`config.mk`:
```
export PLATFORM = sky130hd
export DESIGN_NAME = operand_sweep_gen_flat
export DESIGN_NICKNAME = d
export VERILOG_FILES = /design/src/rtl/operand_sweep_gen_pkg.sv /design/src/rtl/operand_sweep_gen_if.sv /design/src/rtl/operand_sweep_gen_counter3.sv /design/src/rtl/operand_sweep_gen.sv /design/src/flat_wrapper.sv
export SDC_FILE = /design/constraint.sdc
export NUM_CORES = 1
export LEC_CHECK = 0
export BUFFER_PORTS_ARGS = -buffer_cell sky130_fd_sc_hd__buf_2
export CORE_ASPECT_RATIO = 1.25
export CORE_MARGIN = 1
export CORE_UTILIZATION = 50
export CTS_BUF_LIST = sky130_fd_sc_hd__clkbuf_8 sky130_fd_sc_hd__clkbuf_16
export DETAILED_ROUTE_END_ITERATION = 12
export GPL_ROUTABILITY_DRIVEN = 1
export PLACE_DENSITY = 0.79
export SLEW_MARGIN = 40
export SYNTH_ARGS = -nofsm -noshare
export SYNTH_HDL_FRONTEND = slang
export SYNTH_SLANG_ARGS = --single-unit
```
`constraint.sdc`:
```
create_clock -name clk -period 18.05 [get_ports clk]
set_input_delay 1.805 -clock clk [delete_from_list [all_inputs] [get_ports clk]]
set_output_delay 1.805 -clock clk [all_outputs]
set_load 0.05 [all_outputs]
```
`src/rtl/operand_sweep_gen_pkg.sv`:
```
// Shared types and constants for the operand sweep/random stimulus generator.
package sweep_gen_pkg;

  typedef enum logic [1:0] {
    S_IDLE  = 2'd0,
    S_SWEEP = 2'd1,
    S_RAND  = 2'd2,
    S_DONE  = 2'd3
  } state_e;

  // Feedback taps for x^64+x^63+x^61+x^60+1 (bits 63,62,60,59).
  localparam logic [63:0] LFSR_TAPS    = 64'hD800_0000_0000_0000;
  localparam logic [63:0] DEFAULT_SEED = 64'h1;
  localparam int          PAT_CNT_W    = 32;

  // Fibonacci step: shift up, XOR of tapped bits enters at bit 0.
  function automatic logic [63:0] lfsr_step(input logic [63:0] s);
    return {s[62:0], ^(s & LFSR_TAPS)};
  endfunction

endpackage

```
`src/rtl/operand_sweep_gen_if.sv`:
```
// Valid/ready operand bus between the generator and the downstream consumer.
interface operand_sweep_gen_if #(parameter int W = 19);
  logic         valid;
  logic         ready;
  logic [W-1:0] in1;
  logic [W-1:0] in2;
  logic [W-1:0] in3;

  modport master (output valid, output in1, output in2, output in3, input  ready);
  modport slave  (input  valid, input  in1, input  in2, input  in3, output ready);
endinterface

```
`src/rtl/operand_sweep_gen_counter3.sv`:
```
// Three chained inclusive-bound counters; cnt3 is the fastest digit.
// Exposes the post-advance values so the owner can register them directly.
module sweep_counter3 #(
  parameter int LIMIT_W = 8
) (
  input  logic               clk,
  input  logic               rst,
  input  logic               clr_i,
  input  logic               advance_i,
  input  logic [LIMIT_W-1:0] lim1_i,
  input  logic [LIMIT_W-1:0] lim2_i,
  input  logic [LIMIT_W-1:0] lim3_i,
  output logic [LIMIT_W-1:0] nxt1_o,
  output logic [LIMIT_W-1:0] nxt2_o,
  output logic [LIMIT_W-1:0] nxt3_o,
  output logic               last_o
);

  logic [LIMIT_W-1:0] c1_q, c2_q, c3_q;
  logic [LIMIT_W-1:0] c1_d, c2_d, c3_d;
  logic               wrap3, wrap2;

  // Ripple-carry next state: a digit wraps to zero after its bound.
  always_comb begin
    wrap3 = (c3_q == lim3_i);
    wrap2 = wrap3 && (c2_q == lim2_i);
    c3_d  = wrap3 ? '0 : c3_q + LIMIT_W'(1);
    c2_d  = c2_q;
    if (wrap3) c2_d = (c2_q == lim2_i) ? '0 : c2_q + LIMIT_W'(1);
    c1_d  = c1_q;
    if (wrap2) c1_d = (c1_q == lim1_i) ? '0 : c1_q + LIMIT_W'(1);
  end

  // Counter state: cleared at run start, stepped per accepted vector.
  always_ff @(posedge clk or posedge rst) begin
    if (rst) begin
      c1_q <= '0;
      c2_q <= '0;
      c3_q <= '0;
    end else if (clr_i) begin
      c1_q <= '0;
      c2_q <= '0;
      c3_q <= '0;
    end else if (advance_i) begin
      c1_q <= c1_d;
      c2_q <= c2_d;
      c3_q <= c3_d;
    end
  end

  assign nxt1_o = c1_d;
  assign nxt2_o = c2_d;
  assign nxt3_o = c3_d;
  assign last_o = wrap2 && (c1_q == lim1_i);

endmodule

```
`src/rtl/operand_sweep_gen.sv`:
```
// Operand stimulus generator: exhaustive nested sweep or LFSR random stream,
// presented over a valid/ready bus with every output driven from a register.
module operand_sweep_gen
  import sweep_gen_pkg::*;
#(
  parameter int          W       = 19,
  parameter int          LIMIT_W = 8,
  parameter logic [63:0] SEED    = DEFAULT_SEED
) (
  input  logic                 clk,
  input  logic                 rst,
  input  logic                 start,
  input  logic                 mode,
  input  logic [LIMIT_W-1:0]   lim1,
  input  logic [LIMIT_W-1:0]   lim2,
  input  logic [LIMIT_W-1:0]   lim3,
  input  logic [15:0]          num_rand,
  operand_sweep_gen_if.master  bus,
  output logic                 busy,
  output logic                 done,
  output logic [PAT_CNT_W-1:0] pat_cnt
);

  state_e               state_q;
  logic [LIMIT_W-1:0]   lim1_q, lim2_q, lim3_q;
  logic [15:0]          rem_q;
  logic [63:0]          lfsr_q, lfsr_d;
  logic                 valid_q, busy_q, done_q;
  logic [W-1:0]         in1_q, in2_q, in3_q;
  logic [PAT_CNT_W-1:0] pat_q, pat_d;
  logic [LIMIT_W-1:0]   nxt1, nxt2, nxt3;
  logic                 cnt_last, acc, cnt_clr, cnt_adv;

  assign acc     = valid_q & bus.ready;
  assign lfsr_d  = lfsr_step(lfsr_q);
  assign pat_d   = (pat_q == '1) ? pat_q : pat_q + PAT_CNT_W'(1);
  assign cnt_clr = (state_q == S_IDLE) && start && !mode;
  assign cnt_adv = (state_q == S_SWEEP) && acc && !cnt_last;

  sweep_counter3 #(.LIMIT_W(LIMIT_W)) u_cnt (
    .clk       (clk),
    .rst       (rst),
    .clr_i     (cnt_clr),
    .advance_i (cnt_adv),
    .lim1_i    (lim1_q),
    .lim2_i    (lim2_q),
    .lim3_i    (lim3_q),
    .nxt1_o    (nxt1),
    .nxt2_o    (nxt2),
    .nxt3_o    (nxt3),
    .last_o    (cnt_last)
  );

  // Control FSM plus registered bus/status outputs; bus only moves on acceptance.
  always_ff @(posedge clk or posedge rst) begin
    if (rst) begin
      state_q <= S_IDLE;
      lim1_q  <= '0;
      lim2_q  <= '0;
      lim3_q  <= '0;
      rem_q   <= '0;
      lfsr_q  <= SEED;
      valid_q <= 1'b0;
      busy_q  <= 1'b0;
      done_q  <= 1'b0;
      in1_q   <= '0;
      in2_q   <= '0;
      in3_q   <= '0;
      pat_q   <= '0;
    end else begin
      case (state_q)
        S_IDLE: if (start) begin
          lim1_q <= lim1;
          lim2_q <= lim2;
          lim3_q <= lim3;
          rem_q  <= num_rand;
          lfsr_q <= SEED;
          pat_q  <= '0;
          if (!mode) begin
            state_q <= S_SWEEP;
            valid_q <= 1'b1;
            busy_q  <= 1'b1;
            in1_q   <= '0;
            in2_q   <= '0;
            in3_q   <= '0;
          end else if (num_rand != 16'd0) begin
            state_q <= S_RAND;
            valid_q <= 1'b1;
            busy_q  <= 1'b1;
            in1_q   <= SEED[W-1:0];
            in2_q   <= SEED[W+18:19];
            in3_q   <= SEED[W+37:38];
          end else begin
            state_q <= S_DONE;
            done_q  <= 1'b1;
          end
        end
        S_SWEEP: if (acc) begin
          pat_q <= pat_d;
          if (cnt_last) begin
            state_q <= S_DONE;
            valid_q <= 1'b0;
            busy_q  <= 1'b0;
            done_q  <= 1'b1;
          end else begin
            in1_q <= W'(nxt1);
            in2_q <= W'(nxt2);
            in3_q <= W'(nxt3);
          end
        end
        S_RAND: if (acc) begin
          pat_q  <= pat_d;
          rem_q  <= rem_q - 16'd1;
          lfsr_q <= lfsr_d;
          if (rem_q == 16'd1) begin
            state_q <= S_DONE;
            valid_q <= 1'b0;
            busy_q  <= 1'b0;
            done_q  <= 1'b1;
          end else begin
            in1_q <= lfsr_d[W-1:0];
            in2_q <= lfsr_d[W+18:19];
            in3_q <= lfsr_d[W+37:38];
          end
        end
        S_DONE: begin
          done_q  <= 1'b0;
          state_q <= S_IDLE;
        end
        default: state_q <= S_IDLE;
      endcase
    end
  end

  assign bus.valid = valid_q;
  assign bus.in1   = in1_q;
  assign bus.in2   = in2_q;
  assign bus.in3   = in3_q;
  assign busy      = busy_q;
  assign done      = done_q;
  assign pat_cnt   = pat_q;

endmodule

```
`src/flat_wrapper.sv`:
```
// flat-port wrapper written by rule: the top's interface ports become plain ports
module operand_sweep_gen_flat import sweep_gen_pkg::*;
#(
  parameter int          W       = 19,
  parameter int          LIMIT_W = 8,
  parameter logic [63:0] SEED    = DEFAULT_SEED
)
  (clk, rst, start, mode, lim1, lim2, lim3, num_rand, busy, done, pat_cnt, bus_valid, bus_in1, bus_in2, bus_in3, bus_ready);
  operand_sweep_gen_if #(.W(W)) bus_i ();
  input  logic clk;
  input  logic rst;
  input  logic start;
  input  logic mode;
  input  logic [LIMIT_W-1:0] lim1;
  input  logic [LIMIT_W-1:0] lim2;
  input  logic [LIMIT_W-1:0] lim3;
  input  logic [15:0] num_rand;
  output logic busy;
  output logic done;
  output logic [PAT_CNT_W-1:0] pat_cnt;
  output wire logic [$bits(bus_i.valid)-1:0] bus_valid;
  output wire logic [$bits(bus_i.in1)-1:0] bus_in1;
  output wire logic [$bits(bus_i.in2)-1:0] bus_in2;
  output wire logic [$bits(bus_i.in3)-1:0] bus_in3;
  input wire logic [$bits(bus_i.ready)-1:0] bus_ready;
  assign bus_valid = bus_i.valid;
  assign bus_in1 = bus_i.in1;
  assign bus_in2 = bus_i.in2;
  assign bus_in3 = bus_i.in3;
  assign bus_i.ready = bus_ready;
  operand_sweep_gen #(.W(W), .LIMIT_W(LIMIT_W), .SEED(SEED)) u_core (.clk(clk), .rst(rst), .start(start), .mode(mode), .lim1(lim1), .lim2(lim2), .lim3(lim3), .num_rand(num_rand), .bus(bus_i), .busy(busy), .done(done), .pat_cnt(pat_cnt));
endmodule
```
# Word-level counts from Yosys, hierarchy flattened
# Index checks and enable logic that the tools add are counted.
dict set report totals {
  reg_bits 221
  inputBits 45
  word_cells 130
}
dict set report classes {
  muxes 66
  reduce_logical 23
  n_addsub 5
  bitwise_logic 1
  eq_ne 20
}
# operator n
set op_table {}
lappend op_table {{19-bit 2-to-1 mux} 18}
lappend op_table {{19-bit case mux with 3 select lines} 3}
lappend op_table {{64-bit 2-to-1 mux} 2}
lappend op_table {{64-bit case mux with 2 select lines} 1}
lappend op_table {{32-bit 2-to-1 mux} 3}
lappend op_table {{8-bit 2-to-1 mux} 11}
lappend op_table {{32-bit case mux with 2 select lines} 1}
lappend op_table {{64-bit parity} 1}
lappend op_table {{32-bit by 1-bit adder with 32-bit output (second input constant)} 1}
lappend op_table {{32-bit equality test (second input constant)} 1}
lappend op_table {{16-bit 2-to-1 mux} 2}
lappend op_table {{16-bit case mux with 2 select lines} 1}
lappend op_table {{8-bit by 1-bit adder with 8-bit output (second input constant)} 3}
lappend op_table {{8-bit equality test} 3}
lappend op_table {{7-bit AND reduction} 3}
lappend op_table {{16-bit by 1-bit equality test with 1-bit output (second input constant)} 1}
lappend op_table {{16-bit nonzero test} 1}
lappend op_table {{16-bit by 1-bit subtractor with 16-bit output (second input constant)} 1}
lappend op_table {{1-bit 2-to-1 mux} 15}
lappend op_table {{2-bit 2-to-1 mux} 6}
lappend op_table {{2-bit inequality test (second input constant)} 6}
lappend op_table {{2-bit by 1-bit inequality test with 1-bit output (second input constant)} 5}
lappend op_table {{2-bit case mux with 4 select lines} 1}
lappend op_table {{1-bit logical AND} 6}
lappend op_table {{15 further kinds} 19}

# Depth between registers and ports, before layout
dict set report depth {
  ltp_word 7
  mapped_depth 11
  depth_no_buf 8
}

# Modules after synthesis
# From an unflattened synthesis, not the netlist that was laid out.
dict set report unflattened {
  hier_cells 1076
  hier_area_um2 11163.2
}
# mod instances seq_area_each_um2 area_each_um2 cells_each
set by_module_without_submodules {}
lappend by_module_without_submodules {operand_sweep_gen 1 4931.0 9038.7 821}
lappend by_module_without_submodules {sweep_counter3 1 600.6 2124.5 255}

# Worst setup path after synthesis
# No wires, ideal clock.
dict set report synth_path {
  path_type {input-to-reg}
  from {input port bus_ready}
  to {register u_core.pat_q[26], in the netlist u_core.pat_cnt[26]}
  setup_ns 0.078
  path_buffers 0
  setup_slack_ns 14.834
  stages 5
  arrival_time_ns 3.138
  path_cell_list {nand2_1 a211oi_2 nand4_1 or3_1 a21oi_1}
}
dict set report synth_via {
  elab_chain_len 3
}
# element line
set synth_lines {}
lappend synth_lines {{start: declaration} flat_wrapper.sv:25} ;# input wire logic [$bits(bus_i.ready)-1:0] bus_ready;
lappend synth_lines {{1-bit AND} operand_sweep_gen.sv:34} ;# assign acc = valid_q & bus.ready;
lappend synth_lines {{2-bit by 1-bit inequality test with 1-bit output (no source line)} n/a}
lappend synth_lines {{4-bit AND reduction (no source line)} n/a}
lappend synth_lines {{end signal: assignment} operand_sweep_gen.sv:99} ;# pat_q <= pat_d;
lappend synth_lines {{end signal: assignment} operand_sweep_gen.sv:112} ;# pat_q <= pat_d;
lappend synth_lines {{end: declaration} operand_sweep_gen.sv:30} ;# logic [PAT_CNT_W-1:0] pat_q, pat_d;
# No other way between the ends.
# A chain may end at the register's enable or synchronous reset.

# Worst setup path after layout
dict set report layout_path {
  from {register u_core.state_q[0]}
  to {register u_core.in2_q[7], in the netlist u_core.bus.in2[7]}
}
dict set report layout_via {
  elab_chain_len 3
  elab_cells_between_ends 12
  cone_classes {eq/ne (8); mux (1); reduce/logical (3)}
}
# element line
set layout_lines {}
lappend layout_lines {{start: declaration} operand_sweep_gen.sv:24} ;# state_e state_q;
lappend layout_lines {{start signal: assignment} operand_sweep_gen.sv:57} ;# state_q <= S_IDLE;
lappend layout_lines {{start signal: assignment} operand_sweep_gen.sv:80} ;# state_q <= S_SWEEP;
lappend layout_lines {{start signal: assignment} operand_sweep_gen.sv:87} ;# state_q <= S_RAND;
lappend layout_lines {{2-bit by 1-bit equality test with 1-bit output (tied with other cells)} operand_sweep_gen.sv:71} ;# case (state_q)
lappend layout_lines {{2-bit inequality test (no source line) (tied with other cells)} n/a}
lappend layout_lines {{7-bit AND reduction (no source line)} n/a}
lappend layout_lines {{end signal: assignment} operand_sweep_gen.sv:91} ;# in2_q <= SEED[W+18:19];
lappend layout_lines {{end signal: assignment} operand_sweep_gen.sv:107} ;# in2_q <= W'(nxt2);
lappend layout_lines {{end signal: assignment} operand_sweep_gen.sv:122} ;# in2_q <= lfsr_d[W+18:19];
lappend layout_lines {{end: declaration} operand_sweep_gen.sv:29} ;# logic [W-1:0] in1_q, in2_q, in3_q;
# Several ways; a longest one is shown, not always the timed one.

==> results list <==
- In this run switching power makes up 21.1% of total power.
- Count of hold-fix buffers inserted at cts: 0
- After global routing the overflow that remains totals 0.
- Number of DRC markers after the initial detailed-route iteration: ~830
* Main combinational cell family by area after synthesis: simple AND/OR/NAND/NOR gates
* Detailed Route WL: around 28000 um
- The pre-antenna-repair detailed-routing pass consisted of 6 iterations.
- Number of synthesized flops with an enable pin: 0
* Global-route wire length before repair: 44700 um
- Among all flip-flop cells after synthesis, the most frequent one is dfrtp_1.
* Drt via density: approximately 6
- Fillers: around 1900
- Data on the critical path arrives at its endpoint at between 3 and 4 ns.
- The Yosys step of the flow raised 0 warnings.
* Count of pins over their slew limit: 0
- Clock tree synthesis inserted a total of 23 buffers.
- Once detail routing completed, the nets flagged for antenna violations numbered 0.
- Share of the synthesized area in the top cell type: 49.9%
- The number of antenna violations at the first check in global routing was 0.
- After synthesis, the most frequently instantiated cells are 220 x dfrtp_1, 175 x nand2_1, 145 x o21ai_0.
- Mean Syn Cell Area: around 9.6 sq um
- Summing all placed instances gives a cell area of ~12000 sq um.
- For this run, the post-layout net count is between 1000 and 1500.
- Power Dens Cells: approximately 80 nW/um^2
- After routing, the total negative slack on setup checks comes to 0 ns.
- CTS tree: done
* Result of the run: complete, no violations
* Cts repair resizes: 0
- Combinational group share of total power: 1.6%
* Die area: between 20000 and 25000 sq um
* Maximum achievable frequency: 281 MHz
- After global routing, the most crowded layer is met2.
- The share of total power dissipated in sequential elements is approximately half.
- The number of nets handed over by synthesis was roughly 1200.
- Detailed placement HPWL: about 18000 um
- Setup repair after global routing left no endpoint under its margin.
* Max-cap violation count: 0
* Clock root buffer: clkbuf_16
- In the routed design, unresolved DRC markers number 0.
- The worst setup path is launched from a flip-flop.
- Worst Tran Pin Value: about 0.83 ns
* Met1 Track Usage GR: between 30% and 40%
- Setup ws final: between 10 and 15 ns
- Static leakage: between 6 and 7 nW
- The clock network is responsible for 49.5% of the overall power.
- Internal power: roughly 0.8 mW
- Post-synthesis cell type count: 70
* Area of the placeable core: roughly 22000 sq um
- In the final layout, the share of cells above drive strength 1 is between 20 and 25%.
- 137 I/O pins were placed.
- Startpoint-to-endpoint class of the critical path: flip-flop to flip-flop
- Die height: 168 um
- In this run the horizontal extent of the chip is around 130 um.
- STA puts the critical path data required time at roughly 18 ns.
* Total clock sinks: 221
* Worst slack at placement: roughly 14 ns
- Post-route total power: between 1 and 1.5 mW
* Headroom to the max-slew limit: between 40 and 50%
- Post-CTS Setup Repair Bufs: 0
- Setup clock skew after layout: about 0.014 ns
- Entering global routing, the biggest net connects between 100 and 150 pins.
* Effective utilization at floorplan: between 50% and 60%
- Biggest area consumer among synthesized cells: dfrtp_1
- In the global route stage, met2 resource usage came out at between 40% and 50%.
* Most numerous cell in the Yosys netlist: dfrtp_1
- Clock-pin slew was measured on the worst setup and hold paths at approximately 0.070 ns.
- The area growth from synthesis to layout is 14.6%.
- Share of cell area taken by muxes after synthesis: approximately 5.6%
- For met3 alone, demand over resource in global routing was between 3 and 4%.
- Number of hold-slack violations in the final timing report: 0
* Share of synthesized registers carrying an async set or reset: 100%
- Once layout is complete, the cells apart from fillers number roughly 1500.
- Number of placement rows: 60
* Sequential fraction of the synthesis area: between 50 and 60%
- CP Capture Type: flip-flop
* WL per Instance: 18.1 um
* Area contributors post-synth: dfrtp_1 50%, o21ai_0 6.6%, nand2_1 6.0%, mux2_2 3.4%, nand3_1 2.7%
- In this run, synthesis produced a sequential element count of approximately 220.
- Clock latency reported for the late side of the worst-skew pair: roughly 0.5 ns
* Via count of the first global-routing pass: 8841
* Antenna diode count: 0
- CTS HTree Levels: 1
- GRT Util Overall: roughly a quarter
- Setup violations remaining at the end of the flow were counted as 0.
* Post-synthesis adder-cell area fraction: under 10%
- The routed design could run at a clock period as short as ~3.6 ns.
- Of the available clock period, the critical path in the final layout requires 19.7%.
- Syn Inst Count: 1148
* Maximum fanout count along the critical path: 80
- Bufs on Longest Clock Path: 3
* Synth Area in Simple Gates: approximately a fifth
- In this run, placement finished with an instance count of around 1500.
- Post-Synth XOR/XNOR Area: 3.64%
- The analysis attributes to net switching a power of between 0.2 and 0.25 mW.
- The tightest min-delay check is of the flip-flop to flip-flop type.
- The synthesized netlist occupies a cell area of ~11000 sq um.
- Peak supply drop: between 0.06 and 0.07 mV
- Gpl congestion: around 0.89
* Vias: approximately 9300
- The finished cells cover 12600 sq um.
* PortBufs: 136
- The synthesized netlist devotes between 15 and 20% of its cell area to compound gates.
-- routing by layer --
metal | routed length (um) | share of wire [%]
met4 | 980 | 3.5
met1 | 11300 | 41
met3 | 1760 | 6.3
met5 | 0 | 0
met2 | 13700 | 49
-- cells in the final DEF, fill, tap and decap left out, drive strengths merged, types with 5 or more instances in the layout --
cell type,count
dfrtp,220
nand2,176
o21ai,158
buf,147
nand3,59
nor2,54
a21oi,52
mux2,43
clkbuf,25
xor2,24
xnor2,21
nor3,20
nand4,20
nor4,20
and3,19
inv,17
a31oi,15
a22o,12
or3,11
ha,11
and2,10
mux2i,10
o31ai,10
clkinv,9
o2bb2ai,8
a21o,6
o211ai,6
and4,5
o22ai,5
-- power by group through the flow --
stage	Combinational, mW	Sequential, mW	Clock [mW]
after floorplan	0.00751	0.505	0
after global placement	0.0165	0.505	0
after detailed placement	0.0169	0.505	0
after CTS	0.0169	0.495	0.510
after global routing	0.0186	0.495	0.528
final	0.0161	0.495	0.502
-- critical path: stages, from the launching register on --
cell     delay, ns
dfrtp_1       0.43
inv_1         0.17
ha_4          0.40
buf_4         0.70
inv_1         0.45
or2_0         0.35
nand3_1       0.14
buf_4         0.39
nor3_1        0.16
a22o_1        0.23
-- through the flow --
step	hold WS (ns)	utilization [%]
5_1_grt	0.498	58.6
6_report	0.476	58.6
3_3_place_gp	0.452	54.8
4_1_cts	0.470	58.5
2_1_floorplan	0.439	-
3_5_place_dp	0.456	54.8
-- cell type report --
cell class | count | area (sq um) | area share (%)
clock inverter | 16 | 198 | 1.56
inverter | 17 | 71.3 | 0.565
tap | 279 | 349 | 2.76
multi-input combinational | 831 | 5100 | 40.4
timing repair buffer | 147 | 774 | 6.13
sequential | 221 | 5530 | 43.8
clock buffer | 25 | 603 | 4.77
-- path summary, 6_finish.rpt --
check                                  start                 to  slack (ns)  depth (start not counted)
max in group asynchronous                rst  u_core.pat_cnt[5]       15.58                          3
max reg2reg                u_core.state_q[0]  u_core.bus.in2[7]       14.50                          9
min reg2reg                 u_core.lfsr_q[7]   u_core.lfsr_q[7]        0.48                          2
min in group asynchronous                rst  u_core.pat_cnt[7]        1.40                          2
min                         u_core.lfsr_q[7]   u_core.lfsr_q[7]        0.48                          2
max                        u_core.state_q[0]  u_core.bus.in2[7]       14.50                          9
-- sequential cells by signal, indices dropped and copies added, names as in the netlist, 2 cells and up --
| name | cells |
|---|---|
| u_core.bus.in1 | 19 |
| u_core.bus.in2 | 19 |
| u_core.bus.in3 | 19 |
| u_core.lfsr_q | 64 |
| u_core.lim1_q | 8 |
| u_core.lim2_q | 8 |
| u_core.lim3_q | 8 |
| u_core.pat_cnt | 32 |
| u_core.rem_q | 16 |
| u_core.state_q | 2 |
| u_core.u_cnt.c1_q | 8 |
| u_core.u_cnt.c2_q | 8 |
| u_core.u_cnt.c3_q | 8 |
-- kinds of logic after synthesis --
family,Yosys count
buffers and inverters,96
xor gates and xnor gates,45
DFF,221
muxes,53
and+or+nand+nor,415
AOI/OAI and AO/OA,307
adders and majority gates,11
Power figures use the tool's default switching activity.
